===== config.mk =====
export PLATFORM = sky130hd
export DESIGN_NAME = adc_serial_emulator
export DESIGN_NICKNAME = d
export VERILOG_FILES = /design/src/rtl/adc_serial_emulator.sv
export SDC_FILE = /design/constraint.sdc
export NUM_CORES = 1
export LEC_CHECK = 0
export CORE_AREA = 2 2 130 107
export DETAILED_ROUTE_END_ITERATION = 7
export DIE_AREA = 0 0 132 109
export GPL_ROUTABILITY_DRIVEN = 0
export PLACE_DENSITY = 0.84
export SETUP_SLACK_MARGIN = 0.3
export SLEW_MARGIN = 10
export SYNTH_ARGS = -nofsm -noshare
export SYNTH_HDL_FRONTEND = slang
export SYNTH_SLANG_ARGS = --single-unit

===== constraint.sdc =====
create_clock -name clk_in -period 5.3 [get_ports clk_in]
set_input_delay 1.325 -clock clk_in [delete_from_list [all_inputs] [get_ports clk_in]]
set_output_delay 1.325 -clock clk_in [all_outputs]
set_load 0.01 [all_outputs]

===== src/rtl/adc_serial_emulator.sv =====
// adc_serial_emulator: transmitter side of an 8-channel simultaneous-sampling
// serial ADC. Latches parallel channel words on convst, holds busy for T_BUSY
// cycles, then shifts the words out MSB-first on two data lines while the
// controller clocks sclk with chip select low.
module adc_serial_emulator #(
  parameter int W_DATA = 18,
  parameter int N_CHAN = 8,
  parameter int T_BUSY = 85,
  parameter int TX_LEN = W_DATA * N_CHAN / 2
) (
  input  logic                       clk_in,
  input  logic                       reset_in,
  input  logic [N_CHAN*W_DATA-1:0]   chan_data_in,
  input  logic                       adc_convst_in,
  input  logic                       adc_n_cs_in,
  input  logic                       adc_sclk_in,
  output logic                       adc_busy_out,
  output logic                       adc_data_a_out,
  output logic                       adc_data_b_out,
  output logic                       frame_done_out
);

  localparam int W_BCNT = $clog2(T_BUSY + 1);
  localparam int W_BIT  = $clog2(TX_LEN + 1);
  localparam int N_HALF = N_CHAN / 2;

  typedef enum logic [1:0] {
    S_IDLE    = 2'd0,
    S_CONVERT = 2'd1,
    S_READY   = 2'd2,
    S_SHIFT   = 2'd3
  } state_t;

  state_t             r_state;
  state_t             w_state_nxt;
  logic               r_convst_d;
  logic               r_n_cs_d;
  logic               r_sclk_d;
  logic [TX_LEN-1:0]  r_sr_a;
  logic [TX_LEN-1:0]  r_sr_b;
  logic [W_BCNT-1:0]  r_busy_cnt;
  logic [W_BIT-1:0]   r_bit_cnt;
  logic               r_busy;
  logic               r_data_a;
  logic               r_data_b;
  logic               r_frame_done;

  logic [TX_LEN-1:0]  w_sr_a_nxt;
  logic [TX_LEN-1:0]  w_sr_b_nxt;
  logic [W_BCNT-1:0]  w_busy_cnt_nxt;
  logic [W_BIT-1:0]   w_bit_cnt_nxt;
  logic               w_busy_nxt;
  logic               w_data_a_nxt;
  logic               w_data_b_nxt;
  logic               w_frame_done_nxt;
  logic [TX_LEN-1:0]  w_load_a;
  logic [TX_LEN-1:0]  w_load_b;
  logic [W_BIT-1:0]   w_bit_inc;

  // Inputs share our clock, so one register stage is enough for edge detection.
  logic w_convst_rise;
  logic w_cs_fall;
  logic w_cs_rise;
  logic w_sclk_fall;
  logic w_shift_edge;
  logic w_last_edge;

  assign w_convst_rise = adc_convst_in & ~r_convst_d;
  assign w_cs_fall     = ~adc_n_cs_in & r_n_cs_d;
  assign w_cs_rise     = adc_n_cs_in & ~r_n_cs_d;
  assign w_sclk_fall   = ~adc_sclk_in & r_sclk_d;
  assign w_shift_edge  = w_sclk_fall & ~adc_n_cs_in;
  assign w_bit_inc     = r_bit_cnt + W_BIT'(1);
  assign w_last_edge   = (w_bit_inc == W_BIT'(TX_LEN));

  // Pack channel words so the lowest channel of each line sits in the MSBs.
  always_comb begin
    w_load_a = '0;
    w_load_b = '0;
    for (int k = 0; k < N_HALF; k++) begin
      w_load_a[TX_LEN-1-k*W_DATA -: W_DATA] = chan_data_in[k*W_DATA +: W_DATA];
      w_load_b[TX_LEN-1-k*W_DATA -: W_DATA] = chan_data_in[(k+N_HALF)*W_DATA +: W_DATA];
    end
  end

  // State register plus input edge-detect flops.
  always_ff @(posedge clk_in) begin
    if (reset_in) begin
      r_state    <= S_IDLE;
      r_convst_d <= 1'b0;
      r_n_cs_d   <= 1'b0;
      r_sclk_d   <= 1'b0;
    end else begin
      r_state    <= w_state_nxt;
      r_convst_d <= adc_convst_in;
      r_n_cs_d   <= adc_n_cs_in;
      r_sclk_d   <= adc_sclk_in;
    end
  end

  // Next-state logic; abort on cs rising outranks a coincident sclk fall.
  always_comb begin
    w_state_nxt = r_state;
    case (r_state)
      S_IDLE: begin
        if (w_convst_rise) w_state_nxt = S_CONVERT;
        else               w_state_nxt = S_IDLE;
      end
      S_CONVERT: begin
        if (r_busy_cnt == W_BCNT'(0)) w_state_nxt = S_READY;
        else                          w_state_nxt = S_CONVERT;
      end
      S_READY: begin
        if (w_cs_fall)          w_state_nxt = S_SHIFT;
        else if (w_convst_rise) w_state_nxt = S_CONVERT;
        else                    w_state_nxt = S_READY;
      end
      S_SHIFT: begin
        if (w_cs_rise)                        w_state_nxt = S_IDLE;
        else if (w_shift_edge && w_last_edge) w_state_nxt = S_IDLE;
        else                                  w_state_nxt = S_SHIFT;
      end
      default: w_state_nxt = S_IDLE;
    endcase
  end

  // Next values of the datapath and the registered outputs.
  always_comb begin
    w_sr_a_nxt       = r_sr_a;
    w_sr_b_nxt       = r_sr_b;
    w_busy_cnt_nxt   = r_busy_cnt;
    w_bit_cnt_nxt    = r_bit_cnt;
    w_busy_nxt       = r_busy;
    w_data_a_nxt     = r_data_a;
    w_data_b_nxt     = r_data_b;
    w_frame_done_nxt = 1'b0;
    case (r_state)
      S_IDLE: begin
        if (w_convst_rise) begin
          w_sr_a_nxt     = w_load_a;
          w_sr_b_nxt     = w_load_b;
          w_busy_nxt     = 1'b1;
          w_busy_cnt_nxt = W_BCNT'(T_BUSY - 1);
        end else begin
          w_data_a_nxt = 1'b0;
          w_data_b_nxt = 1'b0;
        end
      end
      S_CONVERT: begin
        if (r_busy_cnt == W_BCNT'(0)) begin
          w_busy_nxt = 1'b0;
        end else begin
          w_busy_cnt_nxt = r_busy_cnt - W_BCNT'(1);
        end
      end
      S_READY: begin
        // A coincident sclk fall is deliberately not acted on: MSB only.
        if (w_cs_fall) begin
          w_data_a_nxt  = r_sr_a[TX_LEN-1];
          w_data_b_nxt  = r_sr_b[TX_LEN-1];
          w_bit_cnt_nxt = W_BIT'(0);
        end else if (w_convst_rise) begin
          w_sr_a_nxt     = w_load_a;
          w_sr_b_nxt     = w_load_b;
          w_busy_nxt     = 1'b1;
          w_busy_cnt_nxt = W_BCNT'(T_BUSY - 1);
        end else begin
          w_data_a_nxt = 1'b0;
          w_data_b_nxt = 1'b0;
        end
      end
      S_SHIFT: begin
        if (w_cs_rise) begin
          w_data_a_nxt = 1'b0;
          w_data_b_nxt = 1'b0;
        end else if (w_shift_edge) begin
          w_bit_cnt_nxt = w_bit_inc;
          if (w_last_edge) begin
            w_data_a_nxt     = 1'b0;
            w_data_b_nxt     = 1'b0;
            w_frame_done_nxt = 1'b1;
          end else begin
            w_sr_a_nxt   = {r_sr_a[TX_LEN-2:0], 1'b0};
            w_sr_b_nxt   = {r_sr_b[TX_LEN-2:0], 1'b0};
            w_data_a_nxt = r_sr_a[TX_LEN-2];
            w_data_b_nxt = r_sr_b[TX_LEN-2];
          end
        end else begin
          w_bit_cnt_nxt = r_bit_cnt;
        end
      end
      default: begin
        w_busy_nxt   = 1'b0;
        w_data_a_nxt = 1'b0;
        w_data_b_nxt = 1'b0;
      end
    endcase
  end

  // Datapath and output registers; reset clears everything.
  always_ff @(posedge clk_in) begin
    if (reset_in) begin
      r_sr_a       <= '0;
      r_sr_b       <= '0;
      r_busy_cnt   <= '0;
      r_bit_cnt    <= '0;
      r_busy       <= 1'b0;
      r_data_a     <= 1'b0;
      r_data_b     <= 1'b0;
      r_frame_done <= 1'b0;
    end else begin
      r_sr_a       <= w_sr_a_nxt;
      r_sr_b       <= w_sr_b_nxt;
      r_busy_cnt   <= w_busy_cnt_nxt;
      r_bit_cnt    <= w_bit_cnt_nxt;
      r_busy       <= w_busy_nxt;
      r_data_a     <= w_data_a_nxt;
      r_data_b     <= w_data_b_nxt;
      r_frame_done <= w_frame_done_nxt;
    end
  end

  assign adc_busy_out   = r_busy;
  assign adc_data_a_out = r_data_a;
  assign adc_data_b_out = r_data_b;
  assign frame_done_out = r_frame_done;

endmodule


Yosys cells after proc, flatten, opt, wreduce, memory -nomap -nowiden
Cells that the tools add are included.
{"block": "word_totals", "register_bits": 167, "rom_bits": 0, "output_inout_bits": 4, "mem_bits_rw": 0, "n_memories": 0, "latchBits": 0, "inputBits": 149}
{"block": "op_classes", "mul": 0, "div_mod_pow": 0, "bitwise_logic": 11, "n_addsub": 2, "order_cmp": 0, "shifts": 0, "reduce_logical": 12, "n_eq_ne": 12, "n_mux": 44}
{"op": "72-bit 2-to-1 mux", "n": 10}
{"op": "72-bit one-hot mux with 3 select lines", "n": 2}
{"op": "7-bit 2-to-1 mux", "n": 6}
{"op": "7-bit one-hot mux with 3 select lines", "n": 1}
{"op": "1-bit 2-to-1 mux", "n": 15}
{"op": "2-bit inequality test (second input constant)", "n": 7}
{"op": "7-bit one-hot mux with 2 select lines", "n": 1}
{"op": "2-bit 2-to-1 mux", "n": 5}
{"op": "1-bit one-hot mux with 3 select lines", "n": 3}
{"op": "2-bit one-hot mux with 4 select lines", "n": 1}
{"op": "7-bit by 1-bit adder with 7-bit output (second input constant)", "n": 1}
{"op": "7-bit == test (second input constant)", "n": 1}
{"op": "7-bit zero test", "n": 1}
{"op": "7-bit by 1-bit subtractor with 7-bit output (second input constant)", "n": 1}
{"op": "1-bit NOT", "n": 6}
{"op": "3-bit AND reduction", "n": 2}
{"op": "3-bit nonzero test", "n": 2}
{"op": "1-bit bitwise AND", "n": 5}
{"op": "5-bit AND reduction", "n": 1}
{"op": "2-bit == test (second input constant)", "n": 2}
{"op": "4-bit AND reduction", "n": 1}
{"op": "4-bit OR reduction", "n": 1}
{"op": "3-bit inequality test (second input constant)", "n": 1}
{"op": "2-bit by 1-bit == test with 1-bit output (second input constant)", "n": 1}
{"op": "4 further kinds", "n": 4}

Longest topological paths before layout
Gate-level depths: netlist of the first run.
{"block": "logic_depth", "depth_word": 7, "ltp_mapped": 8, "depth_no_buf": 7}

Worst setup path after synthesis of the first run
Ideal clock, no wire load.
{"block": "synth_path", "kind": "input-to-reg", "start": "input port adc_n_cs_in", "end": "register r_sr_a[10]", "path_buffers": 2, "t_required_ns": 5.229, "stages": 7, "setup_time_ns": 0.071, "arrival_time_ns": 2.826, "path_slack_ns": 2.403, "path_cell_list": "nor3b_1 > nand3_1 > a31oi_1 > clkbuf_1 > buf_2 > a22oi_1 > a21oi_1"}
{"block": "synth_via", "elab_chain_cells": 4, "word_cells_on_any_way": 8, "classes_between": "3 x eq/ne; 4 x bitwise; 1 x reduce/logical"}
{"item": "start, declared", "line": "15", "rtl": "input logic adc_n_cs_in,"}
{"item": "1-bit NOT", "line": "69, 72"}
{"item": "1-bit bitwise AND (on tied branches)", "line": "72, 69"}
{"item": "2-bit inequality test (no source line)"}
{"item": "5-bit AND reduction (no source line) (*)"}
{"item": "end signal, assigned", "line": "212", "rtl": "r_sr_a <= w_sr_a_nxt;"}
{"item": "end, declared", "line": "39", "rtl": "logic [TX_LEN-1:0] r_sr_a;"}
Every way passes the cells marked *; elsewhere a longest branch is shown, timed or not.
A chain may end at the register's enable or synchronous reset.

Worst setup path after layout of the first run
{"block": "layout_path", "start": "input port adc_n_cs_in", "end": "register r_sr_b[3]"}
{"block": "layout_via", "elab_chain_cells": 4, "word_cells_on_any_way": 8, "classes_between": "3 x eq/ne; 4 x bitwise; 1 x reduce/logical"}
{"item": "1-bit NOT", "line": "69, 72"}
{"item": "1-bit bitwise AND (on tied branches)", "line": "72, 69"}
{"item": "2-bit inequality test (no source line)"}
{"item": "5-bit AND reduction (no source line) (*)"}
{"item": "end signal, assigned", "line": "213", "rtl": "r_sr_b <= w_sr_b_nxt;"}
{"item": "end, declared", "line": "40", "rtl": "logic [TX_LEN-1:0] r_sr_b;"}
Marks and branches as above.

==> flow_metrics.py, run 1 <==
metrics = {
    "clock_tree": {
        "hold_buffers": 0,
        "insertion_delay_ps": 410,
        "cts_root_buf": "clkbuf_16",
        "post-cts-setup-buffer-count": 0,
        "cts_made_buffers": 17,
        "htree_levels": 4,
        "cts_tree": "built",
        "clock-sinks": 167,
        "clock_path_buffers": 2,
        "path_clk_slew_ps": 60,
        "cts_resized": 0,
    },
    "routing": {
        "drtPass1Iterations": 6,
        "vias": 6650,
        "viasPerCell": 6.05,
        "drc": 0,
        "routed_wl_mm": 18.1,
        "ant_nets": 0,
        "drt_iter0_markers": 768,
        "routedWlPerCell_um": 16.5,
    },
    "place": {
        "port_buffers": 152,
        "hpwl_mm": 11.1,
        "place_area_mm2": 0.00849,
    },
    "power_and_ir_drop": {
        "vdd.ir_drop.worst_uv": 347,
        "power_density_mw_per_mm2": 350,
        "p_leak_nw": 3.05,
    },
    "sta": {
        "finalMaxSlewViolations": 0,
        "fin_worst_skew_ps": 8.67,
        "slew_headroom": 0.371,
        "finalSetupViolCount": 0,
        "max_freq_ghz": 0.275,
        "min_period_ps": 3630,
        "rsz0062_at_grt": "no",
        "period_share": 0.685,
        "finalHoldViolCount": 0,
        "worst_pin_slew_ps": 943,
        "tns_ps": 0,
    },
    "finish": {
        "drive_gt1_frac": 0.0555,
        "syn_to_final_growth_pct": 32.0,
        "finalInstanceArea_mm2": 0.00913,
        "antenna_cells": 0,
        "nets": 1059,
    },
    "yosys": {
        "syn_area_mm2": 0.00691,
        "ys_seq_area_frac": 0.484,
        "ys_ff_latch": 167,
        "synthArstFlopShare": 0,
        "ys.warnings.count": 0,
        "synthCells": 806,
        "ys_types": 40,
        "synth_edf_count": 0,
        "syn_nets": 958,
        "syn_area_per_cell_um2": 8.58,
        "synthFlopType": "dfxtp_1",
    },
    "critical_path": {
        "rrSetupSlack_ps": 2270,
        "critPathRequiredTime_ps": 5630,
        "endpoint_kind": "flop",
        "cp-start-kind": "primary input",
        "critPathMaxFanout": 32,
        "reg2reg_depth": 7,
        "rr_startpoint": "r_bit_cnt[3]",
        "timing.rr.end": "r_sr_b[13]",
        "arrival_ps": 3960,
        "path_class": "primary input to flop",
    },
    "job": {
        "drv_cap": 0,
    },
    "hold_path": {
        "hold_path_depth": 2,
        "min-delay-start": "r_sr_b[35]",
        "whs_endpoint": "r_sr_b[35]",
        "hp-class": "flop to flop",
    },
    "run_status": {
        "status": "finished, final reports clean",
    },
    "floorplanning": {
        "chipHeight_um": 109,
        "core-area_mm2": 0.0132,
        "ios": 153,
        "die_area_mm2": 0.0144,
        "num_rows": 38,
        "die_x_um": 132,
        "initial_core_util": 0.525,
    },
    "global_route": {
        "grt_pass1_vias": 5839,
        "grt_pass1_wl_mm": 29.0,
        "grt_max_degree": 88,
        "grt_usage": 0.247,
        "antenna_found_initial": 0,
        "grt.overflow.total": 0,
    },
}
[layer usage]
metal  up-vias  wire, um  track usage
met5         -         0            0
met3        14      1340       0.0400
met2       249      8350        0.382
li1       3236         -            -
met1      3151      8280        0.356
met4         0       146       0.0769
[cell families (layout without fill, tap and decap cells)]
kind of cell,after synthesis,count (layout),share of synthesized area
AOI/OAI and AO/OA,321,321,0.292
xor gates and xnor gates,6,6,0.00760
adders and majority gates,3,3,0.00543
buffers and inverters,87,200,0.0503
DFF,167,167,0.484
and+or+nand+nor,222,222,0.161
[cells in the mapped netlist (3+ instances only)]
cell | count | area share
a21oi_1 | 155 | 0.11
a22oi_1 | 144 | 0.16
a31oi_1 | 5 | 0.0045
and2_1 | 3 | 0.0027
buf_1 | 5 | 0.0027
buf_2 | 14 | 0.010
clkbuf_1 | 64 | 0.035
dfxtp_1 | 167 | 0.48
ha_1 | 3 | 0.0054
inv_1 | 3 | 0.0016
nand2_1 | 13 | 0.0071
nand2b_1 | 5 | 0.0045
nand3_1 | 154 | 0.11
nor2_1 | 19 | 0.010
nor2b_1 | 5 | 0.0045
nor3_1 | 10 | 0.0072
o21ai_0 | 4 | 0.0029
xor2_1 | 5 | 0.0063
[final cells by class]
type | count | area [um^2]
clock inverter | 13 | 194
clock buffer | 18 | 439
multi-input combinational | 552 | 3260
inverter | 3 | 11.3
sequential | 167 | 3340
timing repair buffer | 166 | 1650
fill | 1093 | 4040
tap | 180 | 225
[through the flow]
step	worst slack (ps)	instances	util	total power, mW	hold WS (ps)
floorplan	2400	806	-	1.71	443
global placement	1350	1068	0.645	1.88	452
detailed placement	1240	1068	0.645	1.90	458
CTS	1680	1099	0.693	3.21	466
global route	1320	1099	0.693	3.32	482
finish	1670	1099	0.693	3.19	465
[flip-flops by register name, indices dropped and copies added, names as in the netlist]
| register | count |
|---|---|
| frame_done_out | 1 |
| r_bit_cnt | 7 |
| r_convst_d | 1 |
| r_state | 2 |
| r_sr_a | 72 |
| adc_data_a_out | 1 |
| r_n_cs_d | 1 |
| r_busy_cnt | 7 |
| r_sr_b | 72 |
| adc_data_b_out | 1 |
| adc_busy_out | 1 |
| r_sclk_d | 1 |
[worst max-delay path by stage]
stage | start | end | slack, ps | cells past startpoint
floorplan | adc_n_cs_in | r_sr_a[10] | 2400 | 7
global placement | adc_n_cs_in | r_sr_a[27] | 1350 | 7
detailed placement | adc_n_cs_in | r_sr_a[19] | 1240 | 7
CTS | adc_n_cs_in | r_sr_a[19] | 1680 | 7
global route | adc_n_cs_in | r_sr_a[19] | 1320 | 7
finish | adc_n_cs_in | r_sr_b[3] | 1670 | 7
[worst max-delay path, stage by stage]
cell             delay [ps]
clkdlybuf4s50_1         490
nor3b_1                 280
nand3_1                 340
a31oi_4                 870
buf_4                   370
a22oi_1                 110
a21oi_1                 170
[layout by cell type, fill, tap and decap left out, types with 2 or more instances in the layout]
cell	n
nand2b_1	5
xor2_1	5
and2_1	3
clkbuf_16	17
buf_12	2
nand3_1	154
nand2_1	12
a31oi_1	4
o21ai_0	4
o31ai_1	2
inv_1	3
a22oi_1	144
nor2b_1	5
a211o_1	2
clkdlybuf4s50_1	151
nor2_1	19
o21a_1	2
a21oi_1	155
a21o_1	2
ha_1	3
inv_6	3
dfxtp_1	167
bufinv_16	4
nor3_1	10
buf_4	13
and3_1	2
nand4_1	2
clkinvlp_4	3
[where the power goes]
group | switching (mW) | internal [mW] | leakage [nW]
clock network | 0.508 | 0.806 | 0.301
logic | 0.225 | 0.235 | 1.38
registers | 0.0660 | 1.35 | 1.37
No activity file was read; power rests on OpenSTA's default activity.
==> inputs of run 2 (changes only) <==
Settings changed: CORE_AREA 2 2 130 107 to 2 2 141 115, DIE_AREA 0 0 132 109 to 0 0 143 117, PLACE_DENSITY 0.84 to 0.77.
Clock period 5.3 ns to 3 ns, I/O delays scaled along.
==> run 2 against run 1 <==
Clock skew rose by 7.9 ps; register-to-register slack got worse by 1600 ps; wire length rose by 0.29%; die area rose by 16%; combinational power rose by 82%; worst setup slack got worse by 1000 ps; largest cell class unchanged; highest routed layer unchanged.
==> flow_metrics.py, run 2 (synthesis gave the netlist of run 1 again) <==
metrics = {
    "critical_path": {
        "timing.rr.end": "r_sr_b[31]",
        "endpoint_kind": "flop",
        "cp-start-kind": "flop",
        "critPathMaxFanout": 144,
        "critPathRequiredTime_ps": 3350,
        "path_class": "flop to flop",
        "rr_startpoint": "r_bit_cnt[3]",
        "reg2reg_depth": 7,
        "rrSetupSlack_ps": 660,
        "arrival_ps": 2690,
    },
    "place": {
        "place_inst": 1106,
        "place_area_mm2": 0.00868,
        "port_buffers": 152,
        "hpwl_mm": 11.0,
    },
    "finish": {
        "finalInstanceArea_mm2": 0.00925,
        "layout_common_cells": "167 x dfxtp_1, 155 x a21oi_1, 154 x nand3_1, 151 x clkdlybuf4s50_1, 144 x a22oi_1",
        "syn_to_final_growth_pct": 33.8,
        "top_regs": "r_sr_a: 72 flops, r_sr_b: 72 flops",
        "antenna_cells": 0,
        "drive_gt1_frac": 0.0585,
        "fillers": 1353,
        "nets": 1062,
        "final_common_cell": "dfxtp_1",
        "stdcell_count": 1138,
    },
    "power_and_ir_drop": {
        "vdd.ir_drop.worst_uv": 418,
        "p_leak_nw": 3.08,
        "power_density_mw_per_mm2": 587,
    },
    "clock_tree": {
        "clock-sinks": 167,
        "htree_levels": 4,
        "cts_made_buffers": 17,
        "cts_root_buf": "clkbuf_16",
        "post-cts-setup-buffer-count": 0,
        "insertion_delay_ps": 430,
        "clock_path_buffers": 2,
        "hold_buffers": 0,
        "path_clk_slew_ps": 60,
        "cts_resized": 0,
        "cts_tree": "built",
    },
    "hold_path": {
        "whs_endpoint": "r_sr_b[9]",
        "min-delay-start": "r_sr_b[9]",
        "hp-class": "flop to flop",
        "hold_path_depth": 2,
    },
    "routing": {
        "routed_wl_mm": 18.2,
        "ant_nets": 0,
        "drt_iter0_markers": 567,
        "drtPass1Iterations": 5,
        "viasPerCell": 5.78,
        "vias": 6579,
        "routedWlPerCell_um": 16.0,
        "drc": 0,
    },
    "sta": {
        "fin_worst_skew_ps": 16.6,
        "period_share": 0.780,
        "finalHoldViolCount": 0,
        "finalSetupViolCount": 0,
        "max_freq_ghz": 0.427,
        "rsz0062_at_grt": "no",
        "whs_ps": 464,
        "min_period_ps": 2340,
        "finalMaxSlewViolations": 0,
        "slew_headroom": 0.478,
        "worst_pin_slew_ps": 776,
        "tns_ps": 0,
    },
    "global_route": {
        "grt.overflow.total": 0,
        "grt_max_degree": 145,
        "antenna_found_initial": 0,
        "grt_pass1_wl_mm": 28.9,
        "grt_usage": 0.214,
        "grt_pass1_vias": 5884,
    },
    "floorplanning": {
        "num_rows": 41,
        "die_x_um": 143,
        "chipHeight_um": 117,
        "die_area_mm2": 0.0167,
        "initial_core_util": 0.448,
        "core-area_mm2": 0.0154,
        "ios": 153,
    },
    "job": {
        "drv_cap": 0,
    },
    "run_status": {
        "status": "finished, final reports clean",
    },
}
## run 2: cell types whose count changed in the layout (fill, tap and decap cells not counted)
cell,delta
buf_4,-7
clkinv_4,+3
inv_8,-1
bufinv_16,-3
buf_12,+10
inv_6,+1
clkinvlp_4,-2
clkbuf_1,+1
clkinv_2,+2
## run 2: metrics by stage
stage	total power, mW	worst slack [ps]	util
finish	5.43	659	0.599
global route	5.68	506	0.599
CTS	5.47	687	0.599
detailed placement	3.38	254	0.562
global placement	3.37	255	0.562
floorplan	3.01	678	-
## run 2: layout make-up
type	count	area (um^2)	share of cell area
Clock buffer	19	443	0.0479
Clock inverter	13	123	0.0133
Inverter	3	11.3	0.00122
Multi-Input combinational cell	552	3260	0.353
Sequential cell	167	3340	0.361
Tap cell	215	269	0.0291
Timing Repair Buffer	169	1800	0.194
## run 2: routing by layer
layer	track usage	wire length [um]	vias to the layer above
met5	0	0	-
li1	-	-	3242
met3	0.0602	1460	13
met4	0.0607	164	0
met2	0.316	8210	222
met1	0.308	8330	3102
## run 2: power breakdown
part	internal (mW)	switching [mW]
clock network	1.17	0.918
registers	2.39	0.114
logic	0.439	0.395
## run 2: critical path, stage by stage, from the launching register on
cell     delay (ps)
dfxtp_1         440
nand2_1         120
a211o_1         300
a211o_1         310
o21ai_4         150
buf_12          410
nand3_1         190
a21oi_1         190
## run 2: how the worst max path moves through the flow
stage	depth (start not counted)	startpoint	to
6_report	7	r_bit_cnt[3]	r_sr_b[31]
5_1_grt	7	r_bit_cnt[3]	r_sr_a[51]
4_1_cts	7	r_bit_cnt[3]	r_sr_b[31]
3_5_place_dp	7	adc_convst_in	r_busy_cnt[5]
3_3_place_gp	7	adc_convst_in	r_busy_cnt[5]
2_1_floorplan	7	adc_n_cs_in	r_sr_a[10]
==> inputs of run 3 (changes only) <==
Clock period 3 ns to 1.9 ns, I/O delays scaled along.
==> run 3 against run 2 <==
Hold slack worse by 130 ps; sequential share of layout area down 3.1 points; the flow now finishes with violations (negative setup slack); combinational power up 82%; die area unchanged; wire length up 9.1%; largest power group unchanged; flip-flop and latch count unchanged; highest routed layer unchanged; clock skew down 6.9 ps; design area up 9.8%; cell count up 5.4%; fmax up 16%.
==> flow_metrics.py, run 3 (synthesis gave the netlist of run 1 again) <==
metrics = {
    "clock_tree": {
        "cts_made_buffers": 17,
        "cts_tree": "built",
        "htree_levels": 4,
        "path_clk_slew_ps": 60,
        "insertion_delay_ps": 420,
        "clock_path_buffers": 2,
        "cts_root_buf": "clkbuf_16",
        "clock-sinks": 167,
        "hold_buffers": 0,
    },
    "routing": {
        "vias": 6922,
        "viasPerCell": 5.77,
        "drtPass1Iterations": 5,
        "ant_nets": 0,
        "drc": 0,
        "routedWlPerCell_um": 16.5,
        "routed_wl_mm": 19.8,
        "drt_iter0_markers": 554,
    },
    "finish": {
        "nets": 1124,
        "syn_to_final_growth_pct": 47.0,
        "final_core_util": 0.658,
        "antenna_cells": 0,
        "top_regs": "r_sr_a: 72 flops, r_sr_b: 72 flops",
        "fillers": 1234,
        "drive_gt1_frac": 0.183,
        "regArea_mm2": 0.00336,
        "stdcell_count": 1200,
        "final_common_cell": "dfxtp_1",
        "layout_common_cells": "156 x dfxtp_1, 144 x a22oi_1, 144 x a21oi_1, 144 x clkdlybuf4s50_1, 130 x nand3_1",
        "multi_input_area_mm2": 0.00353,
    },
    "critical_path": {
        "rr_startpoint": "r_bit_cnt[6]",
        "path_class": "flop to flop",
        "critPathMaxFanout": 9,
        "arrival_ps": 2360,
        "endpoint_kind": "flop",
        "cp-start-kind": "flop",
        "critPathRequiredTime_ps": 2250,
        "critPathLaunch": "r_bit_cnt[6]",
    },
    "power_and_ir_drop": {
        "vdd.ir_drop.worst_uv": 643,
        "power_density_mw_per_mm2": 862,
        "p_leak_nw": 3.53,
    },
    "run_status": {
        "status": "finished, violations left",
        "violations": "negative setup slack",
    },
    "sta": {
        "worst_pin_slew_ps": 321,
        "rsz0062_at_grt": "yes",
        "max_freq_ghz": 0.497,
        "min_period_ps": 2010,
        "period_share": 1.06,
        "finalSetupViolCount": 143,
        "slew_headroom": 0.786,
        "finalMaxSlewViolations": 0,
        "finalHoldViolCount": 0,
        "fin_ws_ps": -113,
        "fin_worst_skew_ps": 9.70,
    },
    "job": {
        "drv_cap": 0,
    },
    "floorplanning": {
        "chipHeight_um": 117,
        "die_x_um": 143,
        "num_rows": 41,
        "initial_core_util": 0.448,
        "ios": 153,
        "die_area_mm2": 0.0167,
        "core-area_mm2": 0.0154,
    },
    "hold_path": {
        "min-delay-start": "adc_convst_in",
        "hp-class": "primary input to flop",
    },
    "place": {
        "place_inst": 1153,
        "dpl_worst_slack_ps": -378,
        "hpwl_mm": 12.3,
        "port_buffers": 152,
    },
    "global_route": {
        "antenna_found_initial": 0,
        "grt.overflow.total": 0,
        "grt_pass1_vias": 6263,
        "grt_pass1_wl_mm": 31.2,
        "grt_max_degree": 62,
        "grt_usage": 0.231,
    },
}
==> run 3: area by class of cell <==
type | count | share of cell area
Multi-Input combinational cell | 552 | 0.348
Sequential cell | 167 | 0.330
Timing Repair Buffer | 231 | 0.239
Clock buffer | 20 | 0.0450
Tap cell | 215 | 0.0265
Clock inverter | 12 | 0.0101
Inverter | 3 | 0.00111
==> run 3: routing by layer <==
metal | global-route usage | vias up | share of wire
li1 | - | 3374 | -
met1 | 0.327 | 3296 | 0.45
met2 | 0.356 | 229 | 0.47
met3 | 0.0545 | 23 | 0.066
met4 | 0.0660 | 0 | 0.013
met5 | 0 | - | 0
==> run 3: stage by stage <==
| stage | power (mW) | area (um^2) | setup TNS (ps) | hold slack, ps |
|---|---|---|---|---|
| final | 8.76 | 10200 | -6560 | 338 |
| after global routing | 9.15 | 10200 | -20720 | 361 |
| after CTS | 8.71 | 9970 | -594 | 350 |
| after detailed placement | 5.44 | 9150 | -50720 | 455 |
| after global placement | 5.41 | 9150 | -49750 | 450 |
| after floorplan | 4.79 | 7090 | 0 | 439 |
==> run 3: power by group <==
part | total [mW] | switching, mW | internal [mW]
Clock | 3.26 | 1.40 | 1.87
Combinational | 1.52 | 0.698 | 0.823
Sequential | 3.97 | 0.195 | 3.78
==> run 3: worst paths after layout <==
path	end	slack (ps)	cells after the start
min	r_convst_d	340	2
max	r_sr_b[70]	-110	9
min reg2reg	r_sr_a[10]	460	2
max reg2reg	r_sr_b[70]	-110	9
==> run 3: what timing repair did <==
action / in CTS / in global routing
setup buffers: 5 / 6
pin swaps: 25 / 15
setup endpoints to repair: 163 / 160
cloned: 3 / 1
gates resized for setup: 39 / 33
hold endpoints to repair: 0 / 0
==> run 3: critical path, stage by stage (launching register included) <==
cell and delay, ps:
dfxtp_2 330, nand2b_4 130, a211o_1 300, a211o_1 320, o21ai_4 180, buf_12 190
buf_6 130, buf_16 110, nand3_1 80, a21oi_1 160
